--- src/rtl/uart_pkg.sv ---
// Shared UART definitions: receive FSM states and oversampling constants.
// Used by both the receive and transmit engines.
package uart_pkg;

   localparam int unsigned OVERSAMPLE = 16;
   localparam int unsigned DEF_DVSR_W = 14;

   typedef enum logic [1:0] {
      IDLE,
      START,
      DATA,
      STOP
   } rx_state_t;

endpackage

--- src/rtl/uart_baud_gen.sv ---
// Free-running oversampling tick generator: one-clk tick every dvsr+1 clocks.
module uart_baud_gen
   import uart_pkg::*;
#(
   parameter int unsigned DVSR_W = DEF_DVSR_W
) (
   input  logic              clk,
   input  logic              reset_n,
   input  logic [DVSR_W-1:0] dvsr,
   output logic              tick
);

   logic [DVSR_W-1:0] cnt_q, cnt_d;

   // >= lets a shrinking divisor recover within one period instead of wrapping
   always_comb begin
      tick  = (cnt_q >= dvsr);
      cnt_d = tick ? '0 : cnt_q + 1'b1;
   end

   always_ff @(posedge clk or negedge reset_n) begin
      if (!reset_n) begin
         cnt_q <= '0;
      end else begin
         cnt_q <= cnt_d;
      end
   end

endmodule

--- src/rtl/uart_rx_core.sv ---
// 8N1 serial receive engine: rx synchroniser, 16x oversampled deserialiser,
// one-cycle write strobe into the rx FIFO with frame-error and overrun flags.
module uart_rx_core
   import uart_pkg::*;
#(
   parameter int unsigned DBIT    = 8,
   parameter int unsigned SB_TICK = OVERSAMPLE,
   parameter int unsigned DVSR_W  = DEF_DVSR_W
) (
   input  logic              clk,
   input  logic              reset_n,
   input  logic [DVSR_W-1:0] dvsr,
   input  logic              rx,
   input  logic              rx_full,
   output logic [DBIT-1:0]   dout,
   output logic              rx_done_tick,
   output logic              frame_err,
   output logic              overrun,
   output logic              busy
);

   localparam int unsigned S_W = (SB_TICK > OVERSAMPLE) ? $clog2(SB_TICK) : $clog2(OVERSAMPLE);
   localparam int unsigned N_W = (DBIT > 1) ? $clog2(DBIT) : 1;

   logic            tick;
   logic            rx_meta_q, rx_s;
   rx_state_t       state_q, state_d;
   logic [S_W-1:0]  s_q, s_d;
   logic [N_W-1:0]  n_q, n_d;
   logic [DBIT-1:0] b_q, b_d;
   logic [DBIT-1:0] dout_q, dout_d;
   logic            ferr_q, ferr_d;
   logic            done_q, done_d;
   logic            ovr_q, ovr_d;

   uart_baud_gen #(
      .DVSR_W (DVSR_W)
   ) u_baud_gen (
      .clk     (clk),
      .reset_n (reset_n),
      .dvsr    (dvsr),
      .tick    (tick)
   );

   // Flops reset high so the line reads idle straight out of reset
   always_ff @(posedge clk or negedge reset_n) begin
      if (!reset_n) begin
         rx_meta_q <= 1'b1;
         rx_s      <= 1'b1;
      end else begin
         rx_meta_q <= rx;
         rx_s      <= rx_meta_q;
      end
   end

   always_comb begin
      state_d = state_q;
      s_d     = s_q;
      n_d     = n_q;
      b_d     = b_q;
      dout_d  = dout_q;
      ferr_d  = ferr_q;
      done_d  = 1'b0;
      ovr_d   = 1'b0;
      unique case (state_q)
         IDLE: begin
            if (!rx_s) begin
               state_d = START;
               s_d     = '0;
            end
         end
         START: begin
            if (tick) begin
               if (s_q == S_W'(OVERSAMPLE / 2 - 1)) begin
                  // Still low at mid start bit: real frame, otherwise a glitch
                  if (!rx_s) begin
                     state_d = DATA;
                     s_d     = '0;
                     n_d     = '0;
                  end else begin
                     state_d = IDLE;
                  end
               end else begin
                  s_d = s_q + 1'b1;
               end
            end
         end
         DATA: begin
            if (tick) begin
               if (s_q == S_W'(OVERSAMPLE - 1)) begin
                  b_d = {rx_s, b_q[DBIT-1:1]};
                  s_d = '0;
                  if (n_q == N_W'(DBIT - 1)) begin
                     state_d = STOP;
                  end else begin
                     n_d = n_q + 1'b1;
                  end
               end else begin
                  s_d = s_q + 1'b1;
               end
            end
         end
         STOP: begin
            if (tick) begin
               if (s_q == S_W'(SB_TICK - 1)) begin
                  dout_d  = b_q;
                  ferr_d  = ~rx_s;
                  done_d  = 1'b1;
                  ovr_d   = rx_full;
                  state_d = IDLE;
               end else begin
                  s_d = s_q + 1'b1;
               end
            end
         end
         default: state_d = IDLE;
      endcase
   end

   // Strobe and flags are registered alongside dout so they are valid together
   always_ff @(posedge clk or negedge reset_n) begin
      if (!reset_n) begin
         state_q <= IDLE;
         s_q     <= '0;
         n_q     <= '0;
         b_q     <= '0;
         dout_q  <= '0;
         ferr_q  <= 1'b0;
         done_q  <= 1'b0;
         ovr_q   <= 1'b0;
      end else begin
         state_q <= state_d;
         s_q     <= s_d;
         n_q     <= n_d;
         b_q     <= b_d;
         dout_q  <= dout_d;
         ferr_q  <= ferr_d;
         done_q  <= done_d;
         ovr_q   <= ovr_d;
      end
   end

   assign dout         = dout_q;
   assign frame_err    = ferr_q;
   assign rx_done_tick = done_q;
   assign overrun      = ovr_q;
   assign busy         = (state_q != IDLE);

endmodule
--- config.mk ---
export PLATFORM = sky130hd
export DESIGN_NAME = uart_rx_core
export DESIGN_NICKNAME = d
export VERILOG_FILES = /design/src/rtl/uart_pkg.sv /design/src/rtl/uart_baud_gen.sv /design/src/rtl/uart_rx_core.sv
export SDC_FILE = /design/constraint.sdc
export NUM_CORES = 1
export LEC_CHECK = 0
export ABC_AREA = 1
export BUFFER_PORTS_ARGS = -buffer_cell sky130_fd_sc_hd__buf_4
export CORE_UTILIZATION = 45
export CTS_BUF_LIST = sky130_fd_sc_hd__clkbuf_4 sky130_fd_sc_hd__clkbuf_8
export DETAILED_ROUTE_END_ITERATION = 6
export HOLD_SLACK_MARGIN = 0.08
export PLACE_DENSITY = 0.71
export SKIP_LAST_GASP = 1
export SLEW_MARGIN = 30
export SYNTH_ARGS = -nofsm -noshare
export SYNTH_HDL_FRONTEND = slang
export SYNTH_SLANG_ARGS = --single-unit
--- constraint.sdc ---
create_clock -name clk -period 2.31 [get_ports clk]
set_clock_uncertainty 0.05 [all_clocks]
set_input_delay 0.1155 -clock clk [delete_from_list [all_inputs] [get_ports clk]]
set_output_delay 0.1155 -clock clk [all_outputs]
set_load 0.01 [all_outputs]
# After elaboration in Yosys (flattened, before gate mapping)
# Cells that the tools add are included.
# word_totals
regBits	44
wordCells	73
input_bits	18
out_inout_bits	12
# op_classes
bitwise	1
add_sub_neg	3
eq_ne	17
muxes	32
n_lt_le_gt_ge	1
reduce_logical	8
# ops
cell	n
two-way mux 4 bit	7
inequality test 2 bit (second input constant)	11
two-way mux 2 bit	9
two-way mux 3 bit	6
case mux 4 bit (4 select lines)	1
adder 14 x 1 -> 14 bit (second input constant)	1
greater-or-equal comparator 14 bit	1
two-way mux 14 bit	1
case mux 2 bit (4 select lines)	1
AND reduction 8 bit	1
AND reduction 7 bit	1
two-way mux 1 bit	6
case mux 3 bit (2 select lines)	1
AND reduction 3 bit	2
adder 4 x 1 -> 4 bit (second input constant)	1
equality test 2 bit (second input constant)	2
equality test 4 x 3 -> 1 bit (second input constant)	1
equality test 4 bit (second input constant)	1
AND reduction 4 bit	1
nonzero test 2 bit	2
adder 3 x 1 -> 3 bit (second input constant)	1
equality test 3 bit (second input constant)	1
equality test 2 x 1 -> 1 bit (second input constant)	1
zero test 2 bit	1
NOT 1 bit	1

# Longest topological paths before layout
# depth
ltp_word	5
mapped_depth	14

# Modules after synthesis
# Synthesis repeated with hierarchy kept, for this count alone.
# hier_totals
cells_unflattened	330
hier_area_um2	2523.7
# by_module_without_submodules
mod	cells_each	seq_area_each_um2	area_each_um2	instances
uart_rx_core	168	753.2	1382.6	1
uart_baud_gen	162	350.3	1141.1	1

# Worst setup path before layout
# Ideal clock, no wire load.
# synth_timing
kind	flip-flop to flip-flop
start	reg u_baud_gen.cnt_q[13]
end	reg b_q[5]
path_stages_with_launch	12
slack_ns	0.596
required_ns	2.142
path_buffers	1
setup_time_ns	0.118
arrival_time_ns	1.546
path_cell_list	dfrtp_1 -> ha_1 -> nand2_1 -> nor2_2 -> nand2_2 -> nor2_2 -> nand2_2 -> nand2_4 -> nand3_4 -> buf_6 -> nand2_1 -> o21ai_2
# synth_between
elab_chain_len	2
# synth_lines
element	line	source
from (decl)	uart_baud_gen.sv:13	logic [DVSR_W-1:0] cnt_q, cnt_d;
from (signal assigned)	uart_baud_gen.sv:25	cnt_q <= cnt_d;
greater-or-equal comparator 14 bit	uart_baud_gen.sv:17	tick = (cnt_q >= dvsr);
AND reduction 3 bit (no line)	-	
to (signal assigned)	uart_rx_core.sv:126	b_q <= '0;
to (signal assigned)	uart_rx_core.sv:135	b_q <= b_d;
to (decl)	uart_rx_core.sv:30	logic [DBIT-1:0] b_q, b_d;
# No other way between the ends.
# A chain may end at the register's enable or synchronous reset.

# Worst setup path in the final report
# layout_timing
start	reg u_baud_gen.cnt_q[9]
end	reg dout_q[0] (netlist: dout[0])
# layout_between
elab_chain_len	2
# layout_lines
element	line	source
greater-or-equal comparator 14 bit	uart_baud_gen.sv:17	
AND reduction 3 bit (no line)	-	
to (signal assigned)	uart_rx_core.sv:136	dout_q <= dout_d;
to (decl)	uart_rx_core.sv:31	logic [DBIT-1:0] dout_q, dout_d;
# No other way between the ends.

==> out/results.ini <==
[synth]
yosysWarningCount = 0
syn_area_um2 = 2650
synth_fa_ha_area_share_pct = 8.50
synth-simple-area-share_pct = 30.0
synth_edf_count = 0
netlist_top_cells_area = dfrtp_1 40%, nand2_1 12%, ha_1 8.5%
synth-xor-area-share_pct = 0.661
synth_top_family_by_area = simple AND/OR/NAND/NOR gates
ys_types = 30
synth_most_common_cell = nand2_1
postSynthCellCount = 325
syn-num-nets = 361
synth_common_cells = 85 x nand2_1, 50 x inv_1, 42 x dfrtp_1
yosysTopAreaCellShare_pct = 39.7
synthMuxAreaShare_pct = 0
async_reset_ff_share_pct = 100
synth_ff_type = dfrtp_1
yosys_register_bits = 44
yosysSeqAreaShare_pct = 41.7
synth_compound_area_share_pct = 9.45
avgSynthCellArea_um2 = 8.15
synth_top_area_cell = dfrtp_1

[hold_path]
min_path_type = in2async

[clocking]
path_clk_slew_ns = 0.09
cts.sink_count = 44
post_cts.repair.setup_buffers = 0
htree_num_levels = 2
cts_buffers = 5
cts_resized = 0
clk_path_buf_depth = 2
hold_buffers = 3
cts_root_buffer = clkbuf_8
cts_tree = built
clk_latency_ns = 0.30

[pwr]
p_seq_share_pct = 41.7
switching_power_w = 0.000988
power_frac_comb_pct = 34.4
leakagePower_nw = 1.57
p_per_area_nw_per_um2 = 831
power.internal_w = 0.00155
p_sw_share_pct = 39.0
ir_drop_uv = 433
clkPwrFrac_pct = 23.9

[timing]
slew_viol_final = 0
fin_ws_ns = 0.300
fmax_mhz = 498
hold_viol = 0
setup_tns_ns = 0
worst_slew_pin_slew_ns = 0.561
min_period_over_period_pct = 87.0
period_needed_ns = 2.01
rsz0062_at_grt = no
slew-limit-headroom_pct = 62.6
finalSetupViolCount = 0

[global_route]
grtUsageTotal_pct = 18.0
grt_pass1_vias = 2078
grt_pass1_wl_mm = 8.86
grt_start_max_net_pins = 45
grt_busiest_layer = met2
grtUsageMet2_pct = 30.3
grt_use_met3_pct = 3.45
antenna_found_initial = 0
use_met1_pct = 22.9
grt_remaining_overflow = 0

[drt]
first_pass_iters = 4
drtIter0Drc = 98
ant_nets = 0
vias = 2155
post_drt_wl_per_cell_um = 11.3
viasPerCell = 4.99
wirelength_mm = 4.86
drcViolationCount = 0

[flow_run]
cap_viol_max_count = 0

[placement]
portBuffers = 29
routabilityCongestion = 0.909
post-dp-hpwl_mm = 3.61
pre_cts_ws_ns = 0.319

[floorplanning]
die_x_um = 78.7
io_pins = 30
initial_core_util_pct = 47.5
die_h_um = 78.7
core-area_um2 = 5570
die_area_um2 = 6200
rows = 27

[layout]
multi_input_area_um2 = 1290
fill_cells = 535
layout-drive-gt1-share_pct = 23.6
diodes = 0
seq_area_um2 = 1100
nets = 395
syn_to_final_growth_pct = 15.2

[critical_path]
crit_fanout = 19
crit_required_ns = 2.46
crit_type = reg2reg
r2r_start = u_baud_gen.cnt_q[9]$_DFF_PN0_
start_kind = flop
crit_arrival_ns = 2.16
endpoint_kind = flop
worstSetupStartpoint = u_baud_gen.cnt_q[9]$_DFF_PN0_

[status]
status = finished clean

## worst max-delay path, stage by stage (launching register included)
cell and delay (ns):
dfrtp_1 0.46, ha_1 0.32, nand2_1 0.07, nand2_1 0.06, nand2_1 0.06, nand3_1 0.08, nor2_2 0.20, nand2_4 0.17
nand2_4 0.24, inv_1 0.08, nand2_1 0.06, nand2_1 0.04
## sequential cells by signal (all words and copies together) (netlist names), named ones only
signal / cells
rx_meta_q: 1
b_q: 8
dout: 8
rx_done_tick: 1
s_q: 4
frame_err: 1
n_q: 3
state_q: 1
u_baud_gen.cnt_q: 14
rx_s: 1
overrun: 1
## cell type report
cell class                      count  area share, %
Timing Repair Buffer               32           8.12
Clock inverter                      3           1.52
Clock buffer                        5           2.26
Inverter                           55           6.77
Multi-Input combinational cell    221           42.2
Sequential cell                    44           36.2
Tap cell                           72           2.95
## metal layers
metal / part of all wire, % / routed length [um] / vias up
met4: 1.3 / 63 / 0
met2: 46 / 2230 / 36
met5: 0 / 0 / -
met3: 3.3 / 160 / 4
met1: 50 / 2410 / 1013
li1: - / - / 1102
## stage by stage
step	util [%]	instances	instance area [um^2]	total power, W	hold WS, ns
after global placement	52.1	421	2910	0.00193	0.101
after detailed placement	52.1	421	2910	0.00194	0.102
after floorplan	-	325	2650	0.00174	-0.230
final	54.7	432	3050	0.00254	0.288
after global routing	54.7	432	3050	0.00275	0.312
after CTS	54.7	432	3050	0.00256	0.311
## power by group through the flow
stage / logic [W] / registers [W] / clock network [W]
after global routing: 0.00102 / 0.00108 / 0.000651
after CTS: 0.000881 / 0.00106 / 0.000623
final: 0.000873 / 0.00106 / 0.000605
after floorplan: 0.000741 / 0.00100 / 0
after detailed placement: 0.000873 / 0.00107 / 0
after global placement: 0.000856 / 0.00107 / 0
## cell families after synthesis
kind of cell | after synthesis
simple gates | 166
buf+inv | 60
flops | 44
compound gates | 35
fa+ha+maj | 18
xor+xnor | 2
## path summary, 6_finish.rpt
| check | end | slack, ns | cells after the start |
|---|---|---|---|
| worst max register to register | dout[0]$_DFFE_PN0P_ | 0.30 | 11 |
| min in group clk | rx_s$_DFF_PN1_ | 0.31 | 0 |
| worst min-delay path | u_baud_gen.cnt_q[5]$_DFF_PN0_ | 0.29 | 2 |
| worst min register to register | rx_s$_DFF_PN1_ | 0.31 | 0 |
| worst max-delay path | dout[0]$_DFFE_PN0P_ | 0.30 | 11 |
| max in group asynchronous | state_q[0]$_DFFE_PN0P_ | 1.53 | 2 |
## layout by cell type (no fill, tap or decap)
cell            n
clkbuf_8        5
nor4_1          2
o211ai_1        2
inv_1          50
inv_6           1
inv_2           5
nor3_2          2
o31ai_1         1
nand3b_1        3
a21oi_1         8
nand3_4         1
bufinv_16       1
nor3b_2         1
nand4_1         5
xor2_1          2
nand2_4         2
ha_1           18
nand2_2         6
dlygate4sd3_1   3
clkinvlp_4      1
nor2_4          2
dfstp_2         2
nand2_1        85
o21ai_1         1
nor2_2          9
nand3_1        21
nand3_2         1
nor3_1          7
dfrtp_1        42
a22oi_2         1
buf_4          29
nor2_1         19
o21ai_2        16
o21ai_0         6
Note: power is estimated with default switching activity, not from simulation.
